$ cat config.mk
export PLATFORM = sky130hd
export DESIGN_NAME = mdu_hazard_ctrl
export DESIGN_NICKNAME = d
export VERILOG_FILES = /design/src/rtl/mdu_hazard_ctrl.sv
export SDC_FILE = /design/constraint.sdc
export NUM_CORES = 1
export LEC_CHECK = 0
export ABC_AREA = 1
export BUFFER_PORTS_ARGS = -buffer_cell sky130_fd_sc_hd__buf_4
export CORE_UTILIZATION = 36
export CTS_BUF_LIST = sky130_fd_sc_hd__clkbuf_8
export CTS_CLUSTER_DIAMETER = 150
export CTS_CLUSTER_SIZE = 12
export DETAILED_ROUTE_END_ITERATION = 7
export HOLD_SLACK_MARGIN = 0.08
export MAX_ROUTING_LAYER = met4
export PLACE_DENSITY_LB_ADDON = 0.05
export SETUP_SLACK_MARGIN = 0.3
export SKIP_CTS_REPAIR_TIMING = 1
export SLEW_MARGIN = 20
export SYNTH_ARGS = -nofsm -noshare
export SYNTH_HDL_FRONTEND = slang
export SYNTH_SLANG_ARGS = --single-unit
$ cat constraint.sdc
create_clock -name clk -period 1.63 [get_ports clk]
set_input_delay 0.489 -clock clk [delete_from_list [all_inputs] [get_ports clk]]
set_output_delay 0.489 -clock clk [all_outputs]
set_load 0.02 [all_outputs]
$ cat src/rtl/mdu_hazard_ctrl.sv
// mdu_hazard_ctrl
// E-stage issue and hazard controller for the multiply/divide unit.
// The block holds the MD op that leaves D and presents it to the MDU as
// MDUControl/Start. A 4-bit shadow countdown mirrors the MDU latency, so
// Stall can keep any MD-class op out of E while the unit is occupied.
// The block also produces the HI/LO read select for mfhi/mflo in E.
// Mismatch is a sticky flag. It is set when the MDU Busy output and the
// shadow count disagree, or when a Start reaches the MDU while it is busy.
// StallCount is a free-running count of stalled cycles.
module mdu_hazard_ctrl #(
   parameter int unsigned MULT_LAT = 5,
   parameter int unsigned DIV_LAT  = 10
) (
   input  logic        clk,
   input  logic        reset,
   input  logic [3:0]  D_MDOp,
   input  logic        Stall_other,
   input  logic        Busy,
   output logic [3:0]  E_MDUControl,
   output logic        E_Start,
   output logic [1:0]  E_HiLoSel,
   output logic        Stall,
   output logic        Mismatch,
   output logic [31:0] StallCount
);

   // MD op encoding shared with the MDU
   localparam logic [3:0] OP_NONE  = 4'd0;
   localparam logic [3:0] OP_MULT  = 4'd1;
   localparam logic [3:0] OP_MULTU = 4'd2;
   localparam logic [3:0] OP_DIV   = 4'd3;
   localparam logic [3:0] OP_DIVU  = 4'd4;
   localparam logic [3:0] OP_MFHI  = 4'd5;
   localparam logic [3:0] OP_MFLO  = 4'd6;
   localparam logic [3:0] OP_MTHI  = 4'd7;
   localparam logic [3:0] OP_MTLO  = 4'd8;
   localparam logic [3:0] OP_FDIV  = 4'd9;

   // Shadow-count load values. Both latencies must fit in the 4-bit counter.
   localparam logic [3:0] MULT_CNT = 4'(MULT_LAT);
   localparam logic [3:0] DIV_CNT  = 4'(DIV_LAT);

   // Codes above fdiv are not instructions and behave as a nop.
   function automatic logic [3:0] legal_op(input logic [3:0] op);
      logic [3:0] r;
      r = (op > OP_FDIV) ? OP_NONE : op;
      return r;
   endfunction

   // Ops that start a multi-cycle MDU operation.
   function automatic logic is_start_op(input logic [3:0] op);
      logic r;
      case (op)
         OP_MULT, OP_MULTU, OP_DIV, OP_DIVU, OP_FDIV: r = 1'b1;
         default:                                     r = 1'b0;
      endcase
      return r;
   endfunction

   // Ops that read or write HI/LO directly.
   function automatic logic is_access_op(input logic [3:0] op);
      logic r;
      case (op)
         OP_MFHI, OP_MFLO, OP_MTHI, OP_MTLO: r = 1'b1;
         default:                            r = 1'b0;
      endcase
      return r;
   endfunction

   // Busy latency of a start-class op. Multiplies are short. Everything
   // else in the class is divide-like.
   function automatic logic [3:0] lat_of(input logic [3:0] op);
      logic [3:0] r;
      case (op)
         OP_MULT, OP_MULTU: r = MULT_CNT;
         default:           r = DIV_CNT;
      endcase
      return r;
   endfunction

   logic [3:0]  e_op_q, e_op_d;
   logic [3:0]  cnt_q, cnt_d;
   logic        mismatch_q, mismatch_d;
   logic [31:0] stall_cnt_q, stall_cnt_d;

   logic [3:0]  d_op;
   logic        d_is_md;
   logic        e_start;
   logic        cnt_busy;
   logic        stall;

   // Decode D and E, then form the stall request
   always_comb begin
      d_op     = legal_op(D_MDOp);
      d_is_md  = is_start_op(d_op) | is_access_op(d_op);
      e_start  = is_start_op(e_op_q);
      cnt_busy = (cnt_q != 4'd0);
      // The op in E has not issued yet and still counts as occupancy.
      // Busy is ORed in so that a late MDU also holds the pipe.
      stall    = d_is_md & (e_start | cnt_busy | Busy);
   end

   // Next-state for the E register, the shadow counter, Mismatch and the stall counter
   always_comb begin
      e_op_d      = e_op_q;
      cnt_d       = cnt_q;
      mismatch_d  = mismatch_q;
      stall_cnt_d = stall_cnt_q;

      // A local stall or an external one turns E into a bubble. In both
      // cases the op stays in D and is presented again.
      if (stall || Stall_other) begin
         e_op_d = OP_NONE;
      end else begin
         e_op_d = d_op;
      end

      // A Start that arrives while the count is running is never loaded.
      // It is flagged through Mismatch below.
      if (e_start && !cnt_busy) begin
         cnt_d = lat_of(e_op_q);
      end else if (cnt_busy) begin
         cnt_d = cnt_q - 4'd1;
      end

      // Compare against the count before this edge's update.
      if ((Busy != cnt_busy) || (e_start && cnt_busy)) begin
         mismatch_d = 1'b1;
      end

      if (stall) begin
         stall_cnt_d = stall_cnt_q + 32'd1;
      end
   end

   // State registers. Reset clears the count together with the MDU, so no
   // Mismatch can be raised on a reset edge.
   always_ff @(posedge clk) begin
      if (reset) begin
         e_op_q      <= OP_NONE;
         cnt_q       <= 4'd0;
         mismatch_q  <= 1'b0;
         stall_cnt_q <= 32'd0;
      end else begin
         e_op_q      <= e_op_d;
         cnt_q       <= cnt_d;
         mismatch_q  <= mismatch_d;
         stall_cnt_q <= stall_cnt_d;
      end
   end

   // Output drive
   always_comb begin
      E_MDUControl = e_op_q;
      E_Start      = e_start;
      Stall        = stall;
      Mismatch     = mismatch_q;
      StallCount   = stall_cnt_q;
      E_HiLoSel    = 2'b00;
      if (e_op_q == OP_MFHI) begin
         E_HiLoSel = 2'b01;
      end else if (e_op_q == OP_MFLO) begin
         E_HiLoSel = 2'b10;
      end
   end

endmodule

==> impl_metrics.tcl, run 1 <==
set metrics [dict create \
    grt_max_degree 29 \
    die_h_um 85.60 \
    nFillCells 674 \
    io-pin-count 49 \
    hold_path.class "input pin to flop" \
    yosys_warnings 0 \
    critical_path_class "flop to output port" \
    postRouteAntennaNets 0 \
    route.vias.total 2740 \
    drive_gt1_share_pct 38.20 \
    synth_top_family_by_area "simple AND/OR/NAND/NOR gates" \
    antenna_found_initial 0 \
    avgViaCountPerCell 4.724 \
    die_x_um 85.60 \
    drt_iter0_drc 89 \
    yosys.area_share.xor_xnor_pct 4.873 \
    ys_async_sr_fraction_pct 0 \
    p_clk_share_pct 30.0 \
    core_area_mm2 0.006756 \
    cts_tree "built" \
    finalClockSkew_ps 5.952 \
    route.detailed.drc 0 \
    maxCapViolCount 0 \
    power_frac_seq_pct 38.7 \
    synth_area_mm2 0.002516 \
    synth_seq_cells 41 \
    worstSkewPairLatency_ps 290 \
    crit_path_end_kind "output port" \
    p_switching_mw 0.9328 \
    synth.distinct_cells 24 \
    gp_congestion 0.8742 \
    areaGrowthSynthToFinish_pct 47.69 \
    grt_overflow_total 0 \
    post-route-period-util_pct 110.4 \
    place_inst 555 \
    violations "setup timing" \
    startpoint_type "flop" \
    combPwrFrac_pct 31.2 \
    synth.net_count 432 \
    diodes 0 \
    track_usage_pct 20.48 \
    setup_viol 3 \
    synth-compound-area-share_pct 8.255 \
    htreeDepth 2 \
    crit_fanout 4 \
    wl_um 7234 \
    drt_pre_antenna_iters 4 \
    pwr_density_cell_mw_per_mm2 766.0 \
    start_util_pct 37.24 \
    internal_power_mw 1.914 \
    synth_seq_area_share_pct 32.62 \
    synth_cells 422 \
    synth-simple-area-share_pct 45.20 \
    synth-main-ff-cell "dfxtp_1" \
    vdd_drop_max_uv 316.0 \
    clock-sinks 41 \
    path_clk_slew_ps 80 \
    synthAdderAreaFrac_pct 0.9945 \
    avgRoutedWirePerCell_um 12.47 \
    switching_share_pct 32.77 \
    layout_setup_ws_ps -168.9 \
    finalHoldViolCount 0 \
    status "finished, violations left" \
    seqCellArea_um2 938.4 \
    synth_edf_count 0 \
    muxShareOfSynthArea_pct 0 \
    rsz0062_at_grt "yes" \
    multi_input_area_mm2 0.001693 \
    clockBufferDepth 2 \
    nNetsFinal 509 \
    die_area_mm2 0.007327 \
    io_buffers 48 \
    avgSynthCellArea_um2 5.962 \
    first_global_vias 2365 \
    grt_pass1_wl_um 11540 \
    maxSlewViolCount 0 \
    post-dp-hpwl_um 5406 \
    worst_slew_pin_slew_ps 331.7 \
    worstPathArrival_ps 1310 \
    slew_headroom_pct 77.89 \
    finalPower_mw 2.846 \
    worstPathRequired_ps 1140 \
    numCtsBuffers 5 \
    fmax_mhz 555.9 \
    min_period_ps 1799 \
    root_buffer "clkbuf_8" \
    instances_no_fill 580 \
    rows 30 \
    holdWs_ps 428.2 \
    leakagePower_nw 1.444 \
]
## synth_stat cells, types with 4 or more instances
library cell | n | area share [%]
nand2_1 | 169 | 25
xor2_1 | 8 | 2.8
nor3_1 | 4 | 0.80
nand3_1 | 17 | 3.4
buf_4 | 5 | 1.5
inv_1 | 35 | 5.2
nand2_2 | 6 | 1.5
o21ai_0 | 8 | 1.6
o21ai_1 | 4 | 0.80
nor2_1 | 65 | 9.7
nor2_2 | 10 | 2.5
dfxtp_1 | 41 | 33
a21oi_1 | 28 | 5.6
xnor2_1 | 6 | 2.1
## worst max-delay path: stages (launching register included)
cell     delay, ps
dfxtp_2        330
inv_2           70
ha_4           140
nand2_4         60
nor2_4          90
nand2_2         80
nand2_4         80
inv_4           40
buf_6          120
## registers in the layout, summed over array words and instances, names as in the netlist
register / cells
E_MDUControl: 4
Mismatch: 1
StallCount: 32
cnt_q: 4
## power groups by stage
stage | combinational, mW | clock (mW) | sequential [mW]
after floorplan | 0.562 | 0 | 1.19
after global placement | 0.746 | 0 | 1.17
after detailed placement | 0.760 | 0 | 1.17
after CTS | 0.764 | 0.884 | 1.15
after global routing | 0.987 | 0.933 | 1.11
final | 0.889 | 0.854 | 1.10
## per-stage QoR
| stage | worst slack (ps) | TNS, ps | utilization (%) | instance area [µm²] |
|---|---|---|---|---|
| final | -168.9 | -223.0 | 55.00 | 3716 |
| after global placement | -23.06 | -23.06 | 46.13 | 3117 |
| after global routing | -236.5 | -427.6 | 55.00 | 3716 |
| after detailed placement | -34.93 | -34.93 | 46.13 | 3117 |
| after CTS | -248.9 | -472.6 | 47.85 | 3233 |
| after floorplan | 121.6 | 0 | - | 2619 |
## area by class of cell
cell class,instances,area share [%]
multi-input combinational,334,45.56
sequential,41,25.25
timing repair buffer,79,19.39
inverter,38,3.973
tap,80,2.694
clock buffer,6,2.222
clock inverter,2,0.9091
## logic make-up after synthesis
kind of cell,Yosys count
xor+xnor,14
fa+ha+maj,2
simple gates,277
buf+inv,47
compound gates,41
flops,41
## layout by cell type, fill, tap and decap left out, types with 2 or more instances in the layout
cell	count
xnor2_1	6
a21oi_1	28
nor2_1	43
dfxtp_1	3
dfxtp_4	28
nand2_1	159
nor3_1	4
nor2_4	13
xor2_1	8
nor2_2	21
inv_2	7
buf_6	34
nand2_2	12
nand3_2	2
o21ai_2	2
inv_4	2
buf_4	45
nand2_4	5
o21ai_1	4
clkbuf_8	6
o21ai_0	6
dfxtp_2	10
ha_4	2
nand3_1	15
inv_1	30
## worst paths after layout
kind              startpoint         endpoint  slack [ps]  cells past startpoint
max                 cnt_q[0]            Stall        -170                      8
max reg2reg  E_MDUControl[1]         cnt_q[3]         190                     11
min                D_MDOp[0]  E_MDUControl[0]         430                      3
min reg2reg         Mismatch         Mismatch         490                      2
## layer usage
layer	wire, µm	track usage [%]	vias up
met3	299	2.887	10
met1	3522	28.04	1213
met2	3344	31.71	57
met5	0	-	-
li1	-	-	1460
met4	68	5.303	0
Note: power is estimated with default switching activity, not from simulation.
==> inputs of run 2 (changes only) <==
Settings changed: BUFFER_PORTS_ARGS -buffer_cell sky130_fd_sc_hd__buf_4 to not set, CTS_BUF_LIST sky130_fd_sc_hd__clkbuf_8 to sky130_fd_sc_hd__clkbuf_4 sky130_fd_sc_hd__clkbuf_8 sky130_fd_sc_hd__clkbuf_16, DONT_BUFFER_PORTS set to 1.
==> impl_metrics.tcl, run 2 (same netlist as run 1, synthesis figures left out) <==
set metrics [dict create \
    layout_setup_ws_ps -105.5 \
    hold_depth 1 \
    dp_slack_ps 141.1 \
    final_common_cell "nand2_1" \
    crit_path_end_kind "output port" \
    placedInstanceArea_mm2 0.002919 \
    place_inst 527 \
    die_x_um 85.60 \
    areaGrowthSynthToFinish_pct 36.30 \
    r2r_slack_ps 140 \
    rr_worst_depth 9 \
    worstSkewPairLatency_ps 300 \
    first_global_vias 2349 \
    instances_no_fill 551 \
    die_h_um 85.60 \
    slowest_delay_ps 330 \
    hold_path.class "input pin to flop" \
    wl_um 7376 \
    path_common_cell "nand2_4" \
    power_frac_seq_pct 39.4 \
    io_buffers 0 \
    multi_input_area_mm2 0.001669 \
    worstPathRequired_ps 1140 \
    route.detailed.drc 0 \
    setup_viol 3 \
    grt_pass1_wl_um 11690 \
    maxCapViolCount 0 \
    pwr_density_cell_mw_per_mm2 849.3 \
    antenna_found_initial 0 \
    slew_headroom_pct 78.42 \
    p_switching_mw 0.9529 \
    clock-sinks 41 \
    track_usage_pct 21.21 \
    rr_endpoint "StallCount[14]" \
    core_area_mm2 0.006756 \
    leakagePower_nw 1.280 \
    path_clk_slew_ps 80 \
    drt_pre_antenna_iters 4 \
    post-route-util_pct 50.76 \
    mostFrequentLayoutCells "162 x nand2_1, 53 x nor2_1, 28 x inv_1" \
    numCtsBuffers 5 \
    start_util_pct 37.24 \
    gp_congestion 0.8982 \
    worstReg2RegStart "cnt_q[0]" \
    final_area_mm2 0.003430 \
    status "finished, violations left" \
    largest_register_ffs 32 \
    switching_share_pct 32.71 \
    crit_buf_inv 2 \
    min_period_ps 1735 \
    violations "setup timing" \
    cts_tree "built" \
    postRouteAntennaNets 0 \
    vdd_drop_max_uv 354.8 \
    crit_fanout 4 \
    drt_iter0_drc 174 \
    rows 30 \
    fmax_mhz 576.2 \
    diodes 0 \
    combPwrFrac_pct 30.1 \
    p_clk_share_pct 30.5 \
    nNetsFinal 480 \
    critical_path_class "flop to output port" \
    critical_path.top_delay_family "simple AND/OR/NAND/NOR gates" \
    worstHoldStart "reset" \
    htreeDepth 2 \
    avgRoutedWirePerCell_um 13.39 \
    finalClockSkew_ps 12.84 \
    clockBufferDepth 2 \
    drive_gt1_share_pct 32.27 \
    root_buffer "clkbuf_8" \
    worstPathArrival_ps 1250 \
    route.vias.total 2652 \
    rsz0062_at_grt "yes" \
    maxSlewViolCount 0 \
    cp_cell_sequence "inv_2, ha_4, nand2_4, nor2_4, nand2_2, nand2_4, inv_6" \
    grt_overflow_total 0 \
    worst_path_max_delay_cell "dfxtp_2" \
    seqCellArea_um2 903.4 \
    fin_setup_tns_ps -131.0 \
    hold_end "StallCount[18]" \
    avgViaCountPerCell 4.813 \
    die_area_mm2 0.007327 \
    nFillCells 682 \
    post-route-period-util_pct 106.5 \
    grt_max_degree 31 \
    finalHoldViolCount 0 \
    io-pin-count 49 \
    post-dp-hpwl_um 5397 \
    internal_power_mw 1.960 \
    startpoint_type "flop" \
    worst_slew_pin_slew_ps 323.3 \
]
## run 2: cell count changes in the layout (fill, tap and decap cells not counted), sizes merged
cell / previous run / this run
inv: 39 / 38
clkbuf: 6 / 7
buf: 79 / 50
## run 2: per-stage QoR
step	power [mW]	hold slack [ps]
global route	3.078	225.8
floorplan	1.750	521.1
detailed placement	1.884	487.0
global placement	1.875	481.5
finish	2.913	243.9
CTS	2.783	235.7
## run 2: worst max-delay path by stage
| stage | from | to | slack [ps] | cells after the start |
|---|---|---|---|---|
| after floorplan | cnt_q[1] | Stall | 120 | 8 |
| after global placement | cnt_q[0] | StallCount[11] | 180 | 9 |
| after detailed placement | cnt_q[1] | StallCount[14] | 140 | 9 |
| after CTS | cnt_q[1] | Stall | -170 | 7 |
| after global routing | cnt_q[0] | Stall | -170 | 7 |
| final | cnt_q[0] | Stall | -110 | 7 |
## run 2: layout make-up
class,count,share of cell area [%]
clock inverter,1,0.8756
inverter,38,4.597
clock buffer,7,2.627
multi-input combinational,334,48.67
sequential,41,26.34
tap,80,2.919
timing repair buffer,50,13.97
## run 2: per-layer routing
metal / track usage [%] / wire length [µm]
met5: - / 0
met3: 3.561 / 324
met4: 6.515 / 85
met2: 32.95 / 3370
met1: 28.28 / 3595
## run 2: power by group through the flow
stage / Sequential [mW] / Clock, mW / Combinational, mW
final: 1.15 / 0.889 / 0.876
after global routing: 1.16 / 0.950 / 0.971
after CTS: 1.17 / 0.918 / 0.699
after detailed placement: 1.19 / 0 / 0.696
after global placement: 1.19 / 0 / 0.686
after floorplan: 1.19 / 0 / 0.562
